File: src/rtl/reset_btn_ctrl.sv
// reset_btn_ctrl
//   Button debouncer with press/release pulses plus a system reset sequencer
//   that waits for all PLLs to lock, holds reset for a fixed time, and can be
//   re-entered by a dedicated reset button or by loss of lock.
//
// Ports
//   clk            : single clock, rising edge
//   reset_i        : synchronous active-high reset
//   btn_i          : raw asynchronous button pins (polarity set per bit by BTN_ACTIVE_LOW)
//   pll_locked_i   : raw asynchronous PLL lock flags
//   btn_o          : debounced button levels, 1 = pressed
//   btn_press_o    : one-cycle pulse when a debounced level rises
//   btn_release_o  : one-cycle pulse when a debounced level falls
//   reset_o        : system reset, active-high
//   reset_cause_o  : last reset cause (0 power-on, 1 button, 2 lock loss)
//   locked_o       : AND of the synchronized lock flags
module reset_btn_ctrl #(
    parameter int                 NUM_BTN           = 7,
    parameter logic [NUM_BTN-1:0] BTN_ACTIVE_LOW    = 7'b0000001,
    parameter int                 DEBOUNCE_CYCLES   = 16,
    parameter int                 NUM_LOCK          = 2,
    parameter int                 RESET_HOLD_CYCLES = 31,
    parameter int                 RESET_BTN_IDX     = 0
) (
    input  logic                clk,
    input  logic                reset_i,
    input  logic [NUM_BTN-1:0]  btn_i,
    input  logic [NUM_LOCK-1:0] pll_locked_i,
    output logic [NUM_BTN-1:0]  btn_o,
    output logic [NUM_BTN-1:0]  btn_press_o,
    output logic [NUM_BTN-1:0]  btn_release_o,
    output logic                reset_o,
    output logic [1:0]          reset_cause_o,
    output logic                locked_o
);

    localparam int DBW = $clog2(DEBOUNCE_CYCLES + 1);
    localparam int HCW = (RESET_HOLD_CYCLES > 1) ? $clog2(RESET_HOLD_CYCLES) : 1;
    // The level flips on the edge where the counter would reach
    // DEBOUNCE_CYCLES, i.e. when it currently holds DEBOUNCE_CYCLES-1.
    localparam logic [DBW-1:0] DB_LAST   = DBW'(DEBOUNCE_CYCLES - 1);
    localparam logic [HCW-1:0] HOLD_LAST = HCW'(RESET_HOLD_CYCLES - 1);

    localparam logic [1:0] CAUSE_BUTTON    = 2'd1;
    localparam logic [1:0] CAUSE_LOCK_LOSS = 2'd2;

    typedef enum logic [1:0] {
        ST_WAIT_LOCK = 2'd0,
        ST_HOLD      = 2'd1,
        ST_RUN       = 2'd2
    } state_t;

    // Synchronizers
    logic [NUM_BTN-1:0]  btn_s1_q, btn_s2_q;
    logic [NUM_LOCK-1:0] lock_s1_q, lock_s2_q;

    // Debounce state
    logic [NUM_BTN-1:0]  btn_sync;
    logic [DBW-1:0]      dbc_q [NUM_BTN];
    logic [DBW-1:0]      dbc_d [NUM_BTN];
    logic [NUM_BTN-1:0]  btn_q, btn_d;
    logic [NUM_BTN-1:0]  press_q, press_d;
    logic [NUM_BTN-1:0]  release_q, release_d;

    // Reset sequencer state
    state_t              state_q, state_d;
    logic [HCW-1:0]      hold_q, hold_d;
    logic [1:0]          cause_q, cause_d;
    logic                reset_q, reset_d;
    logic                lock_ok;

    // Polarity is normalised after synchronization so every debounced level
    // reads 1 = pressed regardless of pin wiring.
    assign btn_sync = btn_s2_q ^ BTN_ACTIVE_LOW;
    assign lock_ok  = &lock_s2_q;

    always_comb begin
        btn_d     = btn_q;
        press_d   = '0;
        release_d = '0;
        for (int i = 0; i < NUM_BTN; i++) begin
            dbc_d[i] = '0;
            if (btn_sync[i] != btn_q[i]) begin
                if (dbc_q[i] == DB_LAST) begin
                    btn_d[i]     = ~btn_q[i];
                    press_d[i]   = ~btn_q[i];
                    release_d[i] = btn_q[i];
                end else begin
                    dbc_d[i] = dbc_q[i] + DBW'(1);
                end
            end
        end
    end

    // The sequencer reacts to the registered outputs (locked_o, btn_o,
    // btn_press_o) as a downstream observer would see them, so a lock drop
    // and a reset-button press visible in the same cycle are resolved
    // together on the following edge, with lock loss taking priority.
    always_comb begin
        state_d = state_q;
        hold_d  = hold_q;
        cause_d = cause_q;
        unique case (state_q)
            ST_WAIT_LOCK: begin
                if (lock_ok) begin
                    state_d = ST_HOLD;
                    hold_d  = '0;
                end
            end
            ST_HOLD: begin
                if (!lock_ok) begin
                    state_d = ST_WAIT_LOCK;
                end else if (btn_q[RESET_BTN_IDX]) begin
                    // Holding the reset button restarts the release timer.
                    hold_d = '0;
                end else if (hold_q == HOLD_LAST) begin
                    state_d = ST_RUN;
                end else begin
                    hold_d = hold_q + HCW'(1);
                end
            end
            ST_RUN: begin
                if (!lock_ok) begin
                    state_d = ST_WAIT_LOCK;
                    cause_d = CAUSE_LOCK_LOSS;
                end else if (press_q[RESET_BTN_IDX]) begin
                    state_d = ST_HOLD;
                    hold_d  = '0;
                    cause_d = CAUSE_BUTTON;
                end
            end
            default: begin
                state_d = ST_WAIT_LOCK;
            end
        endcase
        reset_d = (state_d != ST_RUN);
    end

    always_ff @(posedge clk) begin
        if (reset_i) begin
            btn_s1_q  <= '0;
            btn_s2_q  <= '0;
            lock_s1_q <= '0;
            lock_s2_q <= '0;
            btn_q     <= '0;
            press_q   <= '0;
            release_q <= '0;
            for (int i = 0; i < NUM_BTN; i++) begin
                dbc_q[i] <= '0;
            end
            state_q   <= ST_WAIT_LOCK;
            hold_q    <= '0;
            cause_q   <= '0;
            reset_q   <= 1'b1;
        end else begin
            btn_s1_q  <= btn_i;
            btn_s2_q  <= btn_s1_q;
            lock_s1_q <= pll_locked_i;
            lock_s2_q <= lock_s1_q;
            btn_q     <= btn_d;
            press_q   <= press_d;
            release_q <= release_d;
            for (int i = 0; i < NUM_BTN; i++) begin
                dbc_q[i] <= dbc_d[i];
            end
            state_q   <= state_d;
            hold_q    <= hold_d;
            cause_q   <= cause_d;
            reset_q   <= reset_d;
        end
    end

    assign btn_o         = btn_q;
    assign btn_press_o   = press_q;
    assign btn_release_o = release_q;
    assign reset_o       = reset_q;
    assign reset_cause_o = cause_q;
    assign locked_o      = lock_ok;

endmodule
File: config.mk
export PLATFORM = sky130hd
export DESIGN_NAME = reset_btn_ctrl
export DESIGN_NICKNAME = d
export VERILOG_FILES = /design/src/rtl/reset_btn_ctrl.sv
export SDC_FILE = /design/constraint.sdc
export NUM_CORES = 1
export LEC_CHECK = 0
export CAP_MARGIN = 0
export CORE_MARGIN = 5
export CORE_UTILIZATION = 30
export DETAILED_ROUTE_END_ITERATION = 8
export GPL_ROUTABILITY_DRIVEN = 0
export PLACE_DENSITY = 0.52
export SYNTH_ARGS = -nofsm -noshare
export SYNTH_HDL_FRONTEND = slang
export SYNTH_SLANG_ARGS = --single-unit
File: constraint.sdc
create_clock -name clk -period 1.66 [get_ports clk]
set_clock_uncertainty 0.15 [all_clocks]
set_input_delay 0.332 -clock clk [delete_from_list [all_inputs] [get_ports clk]]
set_output_delay 0.332 -clock clk [all_outputs]
set_load 0.1 [all_outputs]
======== Yosys cells after proc, flatten, opt, wreduce, memory -nomap -nowiden ========
Memories as Yosys holds them, arrays and structs flattened.
Index checks and enable logic that the tools add are counted.
cells by class
  add/subtract/negate cells ............... 8
  $mul .................................... 0
  div/mod/pow operators ................... 0
  order comparisons ....................... 0
  equality and inequality tests ........... 24
  shifts and indexed selects .............. 0
  mux-type cells .......................... 40
  bitwise operators ....................... 29
  reductions and logical operators ........ 19
operator list
  kind                   count
  $mux W5                27
  $add A5 B1 Y5 const B  8
  $eq A5 B4 Y1 const B   7
  $not A1 Y1             22
  $reduce_or A3 Y1       7
  $reduce_and A2 Y1      9
  $mux W2                8
  $pmux W5 S3            1
  $ne A2 B2 Y1 const B   5
  $ne A1 B1 Y1           7
  $or A1 B1 Y1           7
  $pmux W2 S3            1
  $reduce_and A6 Y1      1
  $eq A5 B5 Y1 const B   1
  $mux W1                3
  $ne A3 B3 Y1 const B   1
  $reduce_bool A3 Y1     1
  $eq A2 B1 Y1 const B   1
  $eq A2 B2 Y1 const B   1
  $logic_not A2 Y1       1
  $ne A2 B1 Y1 const B   1
word-level totals
  register bits ........................... 49
  latch bits .............................. 0
  RAM bits ................................ 35
  bits in read-only memories .............. 0
  bits of input ports ..................... 11
  logic and storage cells ................. 150
  memories kept ........................... 1
memory list
  name   words  bits a word  read ports  clocked after Yosys merged registers in  wr ports  line  source
  dbc_q  7      5            7           0                                        7         59    logic [DBW-1:0] dbc_q [NUM_BTN];

======== Depth between registers and ports, before layout ========
Gate-level depths: netlist of the first run.
  depth after elaboration ................. 6
  gate-level depth with buffers ........... 6
  mapped depth without buffers ............ 6

======== Least setup slack after synthesis of the first run ========
OpenSTA, ideal clock, no wires.
  kind .................................... reg-to-reg
  start point ............................. register btn_q[0], in the netlist btn_o[0]
  end point ............................... register hold_q[3]
  library setup time ...................... 0.074 ns
  arrival time ............................ 1.948 ns
  required time ........................... 1.436 ns
  slack ................................... -0.512 ns
  cell stages (with the launch flop) ...... 5
  clock period less this slack ............ 2.172 ns
  cells stage by stage .................... dfxtp_1 > or3b_4 > or2_1 > or3_1 > a31oi_1
on the way
  longest elaborated chain between the ends .. 3
  elaborated cells between the ends (all ways) .. 5
  classes of those cells .................. eq/ne (1); mux (3); reduce/logical (1)
ends and longest elaborated chain
  element                   line  source
  start: declaration        61    logic [NUM_BTN-1:0] btn_q, btn_d;
  start signal: assignment  160   btn_q <= btn_d;
  $mux W5                   113   end else if (btn_q[RESET_BTN_IDX]) begin
  $mux W5                   111   if (!lock_ok) begin
  $pmux W5 S3               103   unique case (state_q)
  end signal: assignment    167   hold_q <= hold_d;
  end: declaration          67    logic [HCW-1:0] hold_q, hold_d;
Parallel ways exist; a longest one is shown, timed or not. The select of a mux whose other input is x is not followed.
A chain may end at the register's enable or synchronous reset.

======== Final worst setup path of the first run ========
  start point ............................. register btn_q[0], in the netlist btn_o[0]
  end point ............................... register hold_q[2]
The elaborated chain is that of the path after synthesis.

==> results of run 1 <==
metrics by stage:
| step | cells | cell area, sq um | hold slack (ps) | setup TNS (ps) | worst slack [ps] |
|---|---|---|---|---|---|
| floorplan | 285 | 3000 | 264 | -361 | -134 |
| global placement | 476 | 3960 | 270 | -5.47 | -3.96 |
| detailed placement | 476 | 3960 | 272 | -190 | -36.2 |
| CTS | 493 | 4220 | 271 | -22.4 | -22.4 |
| global route | 494 | 4310 | 290 | -350 | -103 |
| finish | 494 | 4310 | 265 | -33.0 | -30.9 |
metal layers:
| layer | up-vias | part of all wire, % | track usage [%] |
|---|---|---|---|
| li1 | 1089 | - | - |
| met1 | 945 | 47 | 11.3 |
| met2 | 35 | 46 | 15.3 |
| met3 | 11 | 4.5 | 2.94 |
| met4 | 0 | 2.3 | 5.43 |
| met5 | - | 0 | 0 |
worst max-delay path, cell delays in order (launching register included):
cell	delay, ps
dfxtp_4	340
or3b_4	400
or2_4	250
or3b_1	350
a21oi_1	140
worst max-delay path by stage:
| stage | to | depth (start not counted) | slack [ps] | startpoint |
|---|---|---|---|---|
| 5_1_grt | reset_o$_SDFF_PP1_ | 6 | -100 | hold_q[0]$_SDFFE_PP0P_ |
| 4_1_cts | hold_q[2]$_SDFFE_PP0P_ | 4 | -20 | state_q[1]$_SDFF_PP0_ |
| 6_report | hold_q[2]$_SDFFE_PP0P_ | 4 | -30 | btn_o[0]$_SDFFE_PP0P_ |
| 3_5_place_dp | hold_q[3]$_SDFFE_PP0P_ | 4 | -40 | state_q[0]$_SDFF_PP0_ |
| 3_3_place_gp | hold_q[2]$_SDFFE_PP0P_ | 4 | -4 | state_q[0]$_SDFF_PP0_ |
| 2_1_floorplan | hold_q[3]$_SDFFE_PP0P_ | 4 | -130 | btn_o[0]$_SDFFE_PP0P_ |
power by group through the flow:
stage                     combinational (W)  clock, W  sequential, W
after floorplan                   0.0000586         0        0.00210
after global placement             0.000108         0        0.00210
after detailed placement           0.000109         0        0.00211
after CTS                          0.000117   0.00158        0.00206
after global routing               0.000132   0.00166        0.00206
final                              0.000117   0.00152        0.00206
registers in the layout, summed over array words and instances (netlist names):
signal	cells
btn_press_o	7
btn_s1_q	7
btn_release_o	7
dbc_q	35
btn_s2_q	7
state_q	2
hold_q	5
btn_o	7
lock_s1_q	2
reset_o	1
lock_s2_q	2
reset_cause_o	2
synth_stat cells:
cell,n,share of area (%)
clkbuf_1,5,0.63
and2b_2,2,0.59
and3_1,7,1.5
mux2i_1,7,2.3
nor3_1,3,0.50
xnor2_1,13,3.8
or3b_1,1,0.29
nor2_1,46,5.8
ha_1,16,6.7
or3_1,11,2.3
nor3b_2,1,0.42
or4_1,1,0.25
nand3_1,9,1.5
a21o_1,1,0.25
a211oi_1,2,0.50
nand4_1,1,0.21
nor2b_1,19,4.0
o21ai_0,3,0.50
nor4bb_1,12,4.0
a31oi_1,1,0.21
or3b_4,1,0.38
nand2_1,4,0.50
nand2b_1,2,0.42
inv_1,16,2.0
a22oi_1,1,0.25
o31ai_1,2,0.50
xor2_1,8,2.3
or2_1,1,0.21
dfxtp_1,84,56
a21oi_1,5,0.84
area by class of cell:
type,instances,area [sq um],area share [%]
sequential,84,1710,39.6
tap,133,166,3.86
inverter,16,60.1,1.39
clock buffer,11,151,3.51
clock inverter,5,58.8,1.36
timing repair buffer,65,825,19.1
multi-input combinational,180,1340,31.2
timing repair:
action	4_1_cts	5_1_grt
hold buffers	0	0
endpoints found under the setup margin	35	40
pin swaps	3	13
setup buffers	1	1
gates resized for setup	14	28
logic make-up after synthesis:
group,after synthesis
xor gates and xnor gates,21
DFF,84
buffers and inverters,21
muxes,7
adders and majority gates,16
and+or+nand+nor,121
AOI/OAI and AO/OA,15
==> results.md, run 1 <==
- The flow ran to the end, but the final reports show violations.
- The checks that failed: setup timing.
- Before antenna repair, the detailed router went through 4 iterations.
- The flop-to-flop setup slack is -30 ps.
- The post-synthesis register bit count is 84.
- The critical path class is reg -> reg.
- The post-synthesis instance area is 2990 sq um.
- Buffers inserted during clock tree synthesis total 9.
- The routed design could run at a clock period as short as 1690 ps.
- The initial antenna violation count was 0.
- Internal power comes to 0.00289 W.
- After synthesis, the share of cell area in mux cells is 2.35%.
- The path with the worst hold slack has its endpoint at dbc_q[6][0]$_SDFF_PP0_.
- The filler cells instantiated in the layout total 949.
- After the first detailed-routing iteration, the DRC count stood at 36.
- In the final layout, the share of cells above drive strength 1 is 34.1%.
- The region available for standard cell placement spans 9730 sq um.
- The library cells used most frequently in the layout, excluding fill and tap cells, are dfxtp_1 (69), nor2_1 (33), buf_4 (29).
- The clock share of power is 41.1%.
- Setup violations remaining at the end of the flow were counted as 2.
- The worst-case IR drop observed on VDD is 0.408 mV.
- The clock passes through at most 2 buffers.
- The number of warning messages in the yosys log is 0.
- The portion of the clock cycle consumed by the worst path in the final layout is 102%.
- Across all layers, the routed design uses 2080 vias.
- Along the worst hold path, the cell count comes to 1.
- The final antenna-violating net count is 0.
- For the worst setup path, the data required time is 1790 ps.
- The insertion delay of the later-clocked pin in the worst-skew pair is 340 ps.
- Entering global routing, the biggest net connects 26 pins.
- The number of distinct library cell variants in the gate-level netlist after synthesis is 30.
- Dividing total power by cell area gives a power density of 856 nW/um^2.
- In this run the critical register-to-register path is captured at hold_q[2]$_SDFFE_PP0P_.
- In this run switching power makes up 21.8% of total power.
- In this run the vertical extent of the chip is 110 microns.
- Dividing the synthesized area by the synthesized cell count gives 10.5 sq um.
- The area share of fa/ha/maj cells after synthesis is 6.70%.
- The fraction of synthesized cell area in xor and xnor cells is 6.16%.
- Global routing finished with a remaining overflow of 0.
- The number of DRC violations after detailed routing is 0.
- Setup repair after global routing could not meet its margin everywhere.
- Dividing the detail-routed via count by the number of cells gives 4.21.
- The die covers 12100 sq um.
- The number of antenna diodes in the final layout is 0.
- STA classifies the critical path endpoint as a flip-flop.
- The initial utilization of the core area, before any placement, comes to 30.7%.
- The slew of the pin with the lowest slew margin is 495 ps.
- The floorplan has 36 rows.
- The worst register-to-register path has a depth of 4.
- The fraction of the core area covered by cells at the end of the flow is 44.3%.
- After clock tree synthesis, the clock-pin slew on the worst setup and hold paths is 80 ps.
- The die is 110 microns wide.
- Data arrives at the worst endpoint at 1820 ps.
- Summed over all nets, the half-perimeter wirelength after detailed placement is 3640 microns.
- Summing internal, switching and leakage power gives 0.00369 W.
- The most frequent standard cell in the layout excluding fill and tap cells is dfxtp_1.
- The area growth from synthesis to layout is 44.3%.
- The worst min-delay path startpoint is dbc_q[6][0]$_SDFF_PP0_.
- For this run, the top clock speed supported by timing is 591 MHz.
- Clock tree synthesis found a total of 84 sinks.
- The share of the Yosys chip area taken by registers is 56.3%.
- Synthesis produced a netlist with a net count of 312.
- The H-tree generated during clock tree synthesis spans 3 levels.
- The clock tree from TritonCTS is built.
- The combinational family with the most area after synthesis is simple AND/OR/NAND/NOR gates.
- The switching power is 0.000804 W.
- The maximum fanout along the worst path is 4.
- Port buffering added 35 buffers.
- Once routing completed, OpenROAD measured the worst setup slack at -30.9 ps.
- The synthesized netlist devotes 3.06% of its cell area to compound gates.
- The worst register-to-register path begins at btn_o[0]$_SDFFE_PP0P_.
- 36 I/O pins were placed.
- The tool flagged a number of max-cap violations equal to 0.
- For this block, the routed nets add up to 5210 microns of wire.
- The global-route usage over all layers is 9.56%.
- The nature of the critical path startpoint is a flip-flop.
- The via count of the first global-routing pass is 2115.
- In this run the tightest slew margin relative to its limit is 67.0%.
- The post-detailed-route wirelength per cell is 10.5 microns.
- In this run the worst hold path is classified as reg -> reg.
- Counting every instance in the synthesized netlist gives 285.
- The wire length of the first global-routing pass is 9090 microns.
- In this run, flip-flops and latches consume 55.8% of the power.
- The clock root buffer master is clkbuf_8.
- The number of nets in the layout is 383.
- The analysis attributes to cell leakage a power of 1.62 nW.
- The combinational share of power is 3.2%.
- The synthesized netlist devotes 22.8% of its cell area to simple gates.
- The final count of hold timing violations came to 0.
- The total count of max-transition violations in the final report is 0.
No activity file was read; power rests on OpenSTA's default activity.
==> run 2: changes to the inputs <==
--- a/config.mk
+++ b/config.mk
@@ -8,6 +8,7 @@
 export CAP_MARGIN = 0
 export CORE_MARGIN = 5
 export CORE_UTILIZATION = 30
+export CTS_CLUSTER_SIZE = 12
 export DETAILED_ROUTE_END_ITERATION = 8
 export GPL_ROUTABILITY_DRIVEN = 0
 export PLACE_DENSITY = 0.52
==> results of run 2 <==
No change in the layout: final DEF, timing and power equal those of run 1.
==> run 3: changes to the inputs <==
--- a/config.mk
+++ b/config.mk
@@ -12,6 +12,7 @@
 export DETAILED_ROUTE_END_ITERATION = 8
 export GPL_ROUTABILITY_DRIVEN = 0
 export PLACE_DENSITY = 0.52
+export RECOVER_POWER = 100
 export SYNTH_ARGS = -nofsm -noshare
 export SYNTH_HDL_FRONTEND = slang
 export SYNTH_SLANG_ARGS = --single-unit
==> run 3 against run 2 <==
Net effect: the flow still finishes with violations (setup timing); routed wire length grew 0.94%; final area shrank 5.5%; clock power is essentially flat; combinational power is essentially flat; largest power group unchanged; non-clock buffer count is the same; setup slack is essentially flat; critical path depth is the same; sequential share of layout area grew 2.1 points; via count is essentially flat; maximum frequency is essentially flat; critical endpoint unchanged; core utilization shrank 2.4 points; power shrank 0.12%; critical path type unchanged.
==> results.md, run 3 (same netlist as run 1, synthesis figures left out) <==
- The number of buffers added to fix hold violations after cts is 0.
- The register with the most flip-flops in the layout has 35 of them.
- dbc_q holds more flip-flops than any other register.
- In this run, placement finished with an instance count of 476.
- Buffers placed on the I/O ports in this run total 35.
- For this design the ratio of total power to cell area is 905 nW/um^2.
- The type of destination of the critical path is a flip-flop.
- The data arrival time of the critical path is 1820 ps.
- The overall die width is 110 microns.
- The reg-to-reg critical path endpoint is hold_q[2]$_SDFFE_PP0P_.
- In this run the critical register-to-register path is launched from btn_o[0]$_SDFFE_PP0P_.
- The final route contains 2079 vias.
- The clock tree from TritonCTS is built.
- The hold-critical path depth is 1.
- The maximum fanout along the worst path is 4.
- For this run, the total global-route usage over all layers was measured as 9.56%.
- After floorplanning, the core was divided into 36 placement rows.
- The required time at the endpoint of the critical path is 1790 ps.
- The number of clock buffers added by TritonCTS is 9.
- Setup violations remaining at the end of the flow were counted as 2.
- After detailed routing, the number of vias per cell comes to 4.21.
- Traced cell by cell, the critical path runs through or3b_4 -> or2_4 -> or3b_1 -> a21oi_1.
- Across the run, the number of max-cap violations was 0.
- The slowest library cell on the worst path is or3b_4.
- In this run the static leakage power is 1.55 nW.
- The core region is 9730 sq um.
- The most frequent standard cell in the layout excluding fill and tap cells is dfxtp_1.
- The run finished, with violations left.
- Hold timing on the final database bottoms out at a slack of 265 ps.
- The number of buffer and inverter instances along the worst setup path is 0.
- The number of nets in the layout is 383.
- The die is 110 microns tall.
- The total stage count of the critical path is 4.
- In this run, flip-flops and latches consume 55.8% of the power.
- For this design, the sink count on the clock tree is 84.
- Setup slack on the worst reg-to-reg path comes out at -30 ps.
- After detailed routing, the number of remaining DRC violations is 0.
- The area taken by flip-flops and latches is 1700 sq um.
- The pin count of the biggest net entering global routing is 26.
- The initial core utilization is 30.7%.
- The final antenna-violating net count is 0.
- The peak-usage layer in the global routing report is met2.
- The largest voltage drop on the vdd net is 0.408 mV.
- For this design the total switching power over the nets is 0.000802 W.
- The top-level port count is 36.
- Setup repair after global routing could not meet its margin everywhere.
- The checks that failed: setup timing.
- Leaving out fill and tap cells, the most frequent cells in the layout are dfxtp_1 (76), nor2_1 (33), buf_4 (25).
- The final count of hold timing violations is 0.
- The clock-pin slew reported for the worst setup and hold paths after clock tree synthesis is 80 ps.
- In the final layout, the multi-input gates occupy 1340 sq um.
- For met2 alone, demand over resource in global routing was 15.3%.
- The proportion of layout cells with a drive suffix above 1 is 31.0%.
- Fill cells in the final layout number 978.
- Of the total power, combinational logic draws 3.1%.
- Across all setup checks in the final design, the least slack found is -30.5 ps.
- After routing the design area is 4070 sq um.
- The met1 layer usage reported by global route is 11.3%.
- The cell family contributing the most delay on the critical path is simple AND/OR/NAND/NOR gates.
- The total count of max-transition violations in the final report was 0.
- For this run the aggregate overflow at the end of global routing stands at 0.
- The initial antenna violation count is 0.
- The internal power of the cells totals 0.00288 W.
- After the first detailed-routing iteration, the DRC count stood at 39.
- The H-tree generated during clock tree synthesis spans 3 levels.
- The sum of negative setup slack is -32.5 ps.
- The repair_antennas step left the layout with diodes totalling 0.
- The critical path class is reg -> reg.
- The count of TritonRoute iterations in the first routing pass is 4.
- Net switching is 21.8% of the power.
- The via count of the first global-routing pass is 2115.
- The clock share of power is 41.1%.
- For the pin with the worst max-slew slack, the measured transition is 1160 ps.
- The global-route met3 utilization is 2.94%.
- The later pin in the worst-skew pair is clocked with a latency of 340 ps.
- After legalization and detailed placement, the total HPWL measured 3640 microns.
- The cell area after placement is 3960 sq um.
- Once layout is complete, the utilization of the core stands at 41.9%.
- The portion of the clock cycle consumed by the worst path in the final layout is 102%.
- The critical path starts at btn_o[0]$_SDFFE_PP0P_.
- Counting cells, the worst reg-to-reg path comes to 4.
- The die footprint is 12100 sq um.
- The wire length of the first global-routing pass is 9090 microns.
- The headroom to the max-slew limit is 23.0%.
- The finished layout holds 494 standard cells, fillers aside.
- The root buffer cell chosen for the clock tree is clkbuf_8.
- The maximum clock rate is 592 MHz.
- The worst min-delay path endpoint is dbc_q[6][0]$_SDFF_PP0_.
- The clock passes through at most 2 buffers.
- The nature of the critical path startpoint is a flip-flop.
- The worst min-delay path startpoint is dbc_q[6][0]$_SDFF_PP0_.
- Relative to the synthesized area, the layout overhead comes to 36.3%.
- The total detailed-routing wirelength is 5250 microns.
- The maximum single-stage delay on the critical path is 400 ps.
- The post-detailed-route wirelength per cell is 10.6 microns.
- The path class of the tightest hold or removal check is reg -> reg.
- Subtracting the final worst setup slack from the clock period gives 1690 ps.
-- run 3: cell types whose count changed in the layout (fill, tap and decap cells not counted), moves of 3 or more --
cell      previous run  this run
buf_12              25         8
clkbuf_4             0        17
dfxtp_1             69        76
dfxtp_2             13         6
buf_4               29        25
clkbuf_1             0         3
-- run 3: through the flow --
stage	worst slack, ps	total power [W]
4_1_cts	-22.4	0.00376
3_3_place_gp	-3.96	0.00221
5_1_grt	-103	0.00385
3_5_place_dp	-36.2	0.00221
6_report	-30.5	0.00369
2_1_floorplan	-134	0.00216
-- run 3: worst max path at each step --
stage                                  end  slack (ps)
global route            reset_o$_SDFF_PP1_        -100
detailed placement  hold_q[3]$_SDFFE_PP0P_         -40
CTS                 hold_q[2]$_SDFFE_PP0P_         -20
finish              hold_q[2]$_SDFFE_PP0P_         -30
floorplan           hold_q[3]$_SDFFE_PP0P_        -130
global placement    hold_q[2]$_SDFFE_PP0P_          -4
-- run 3: what timing repair did --
item	in CTS	in global routing
endpoints found under the setup margin	35	40
hold endpoints to repair	0	0
gates resized for setup	14	28
buffers inserted	1	1
pin swaps	3	13
-- run 3: cell type report --
type	count	area share [%]
Clock buffer	11	3.72
Clock inverter	5	1.44
Inverter	16	1.47
Multi-Input combinational cell	180	32.9
Sequential cell	84	41.7
Tap cell	133	4.09
Timing Repair Buffer	65	14.7
-- run 3: layer usage --
metal | wire length (microns) | up-vias | part of all wire (%)
li1 | - | 1087 | -
met3 | 276 | 11 | 5.3
met4 | 120 | 0 | 2.3
met1 | 2480 | 946 | 47
met5 | 0 | - | 0
met2 | 2380 | 35 | 45
-- run 3: power groups by stage --
stage / clock, W / sequential (W) / combinational, W
after floorplan: 0 / 0.00210 / 0.0000586
after global placement: 0 / 0.00210 / 0.000108
after detailed placement: 0 / 0.00211 / 0.000109
after CTS: 0.00158 / 0.00206 / 0.000117
after global routing: 0.00166 / 0.00206 / 0.000129
final: 0.00151 / 0.00206 / 0.000115
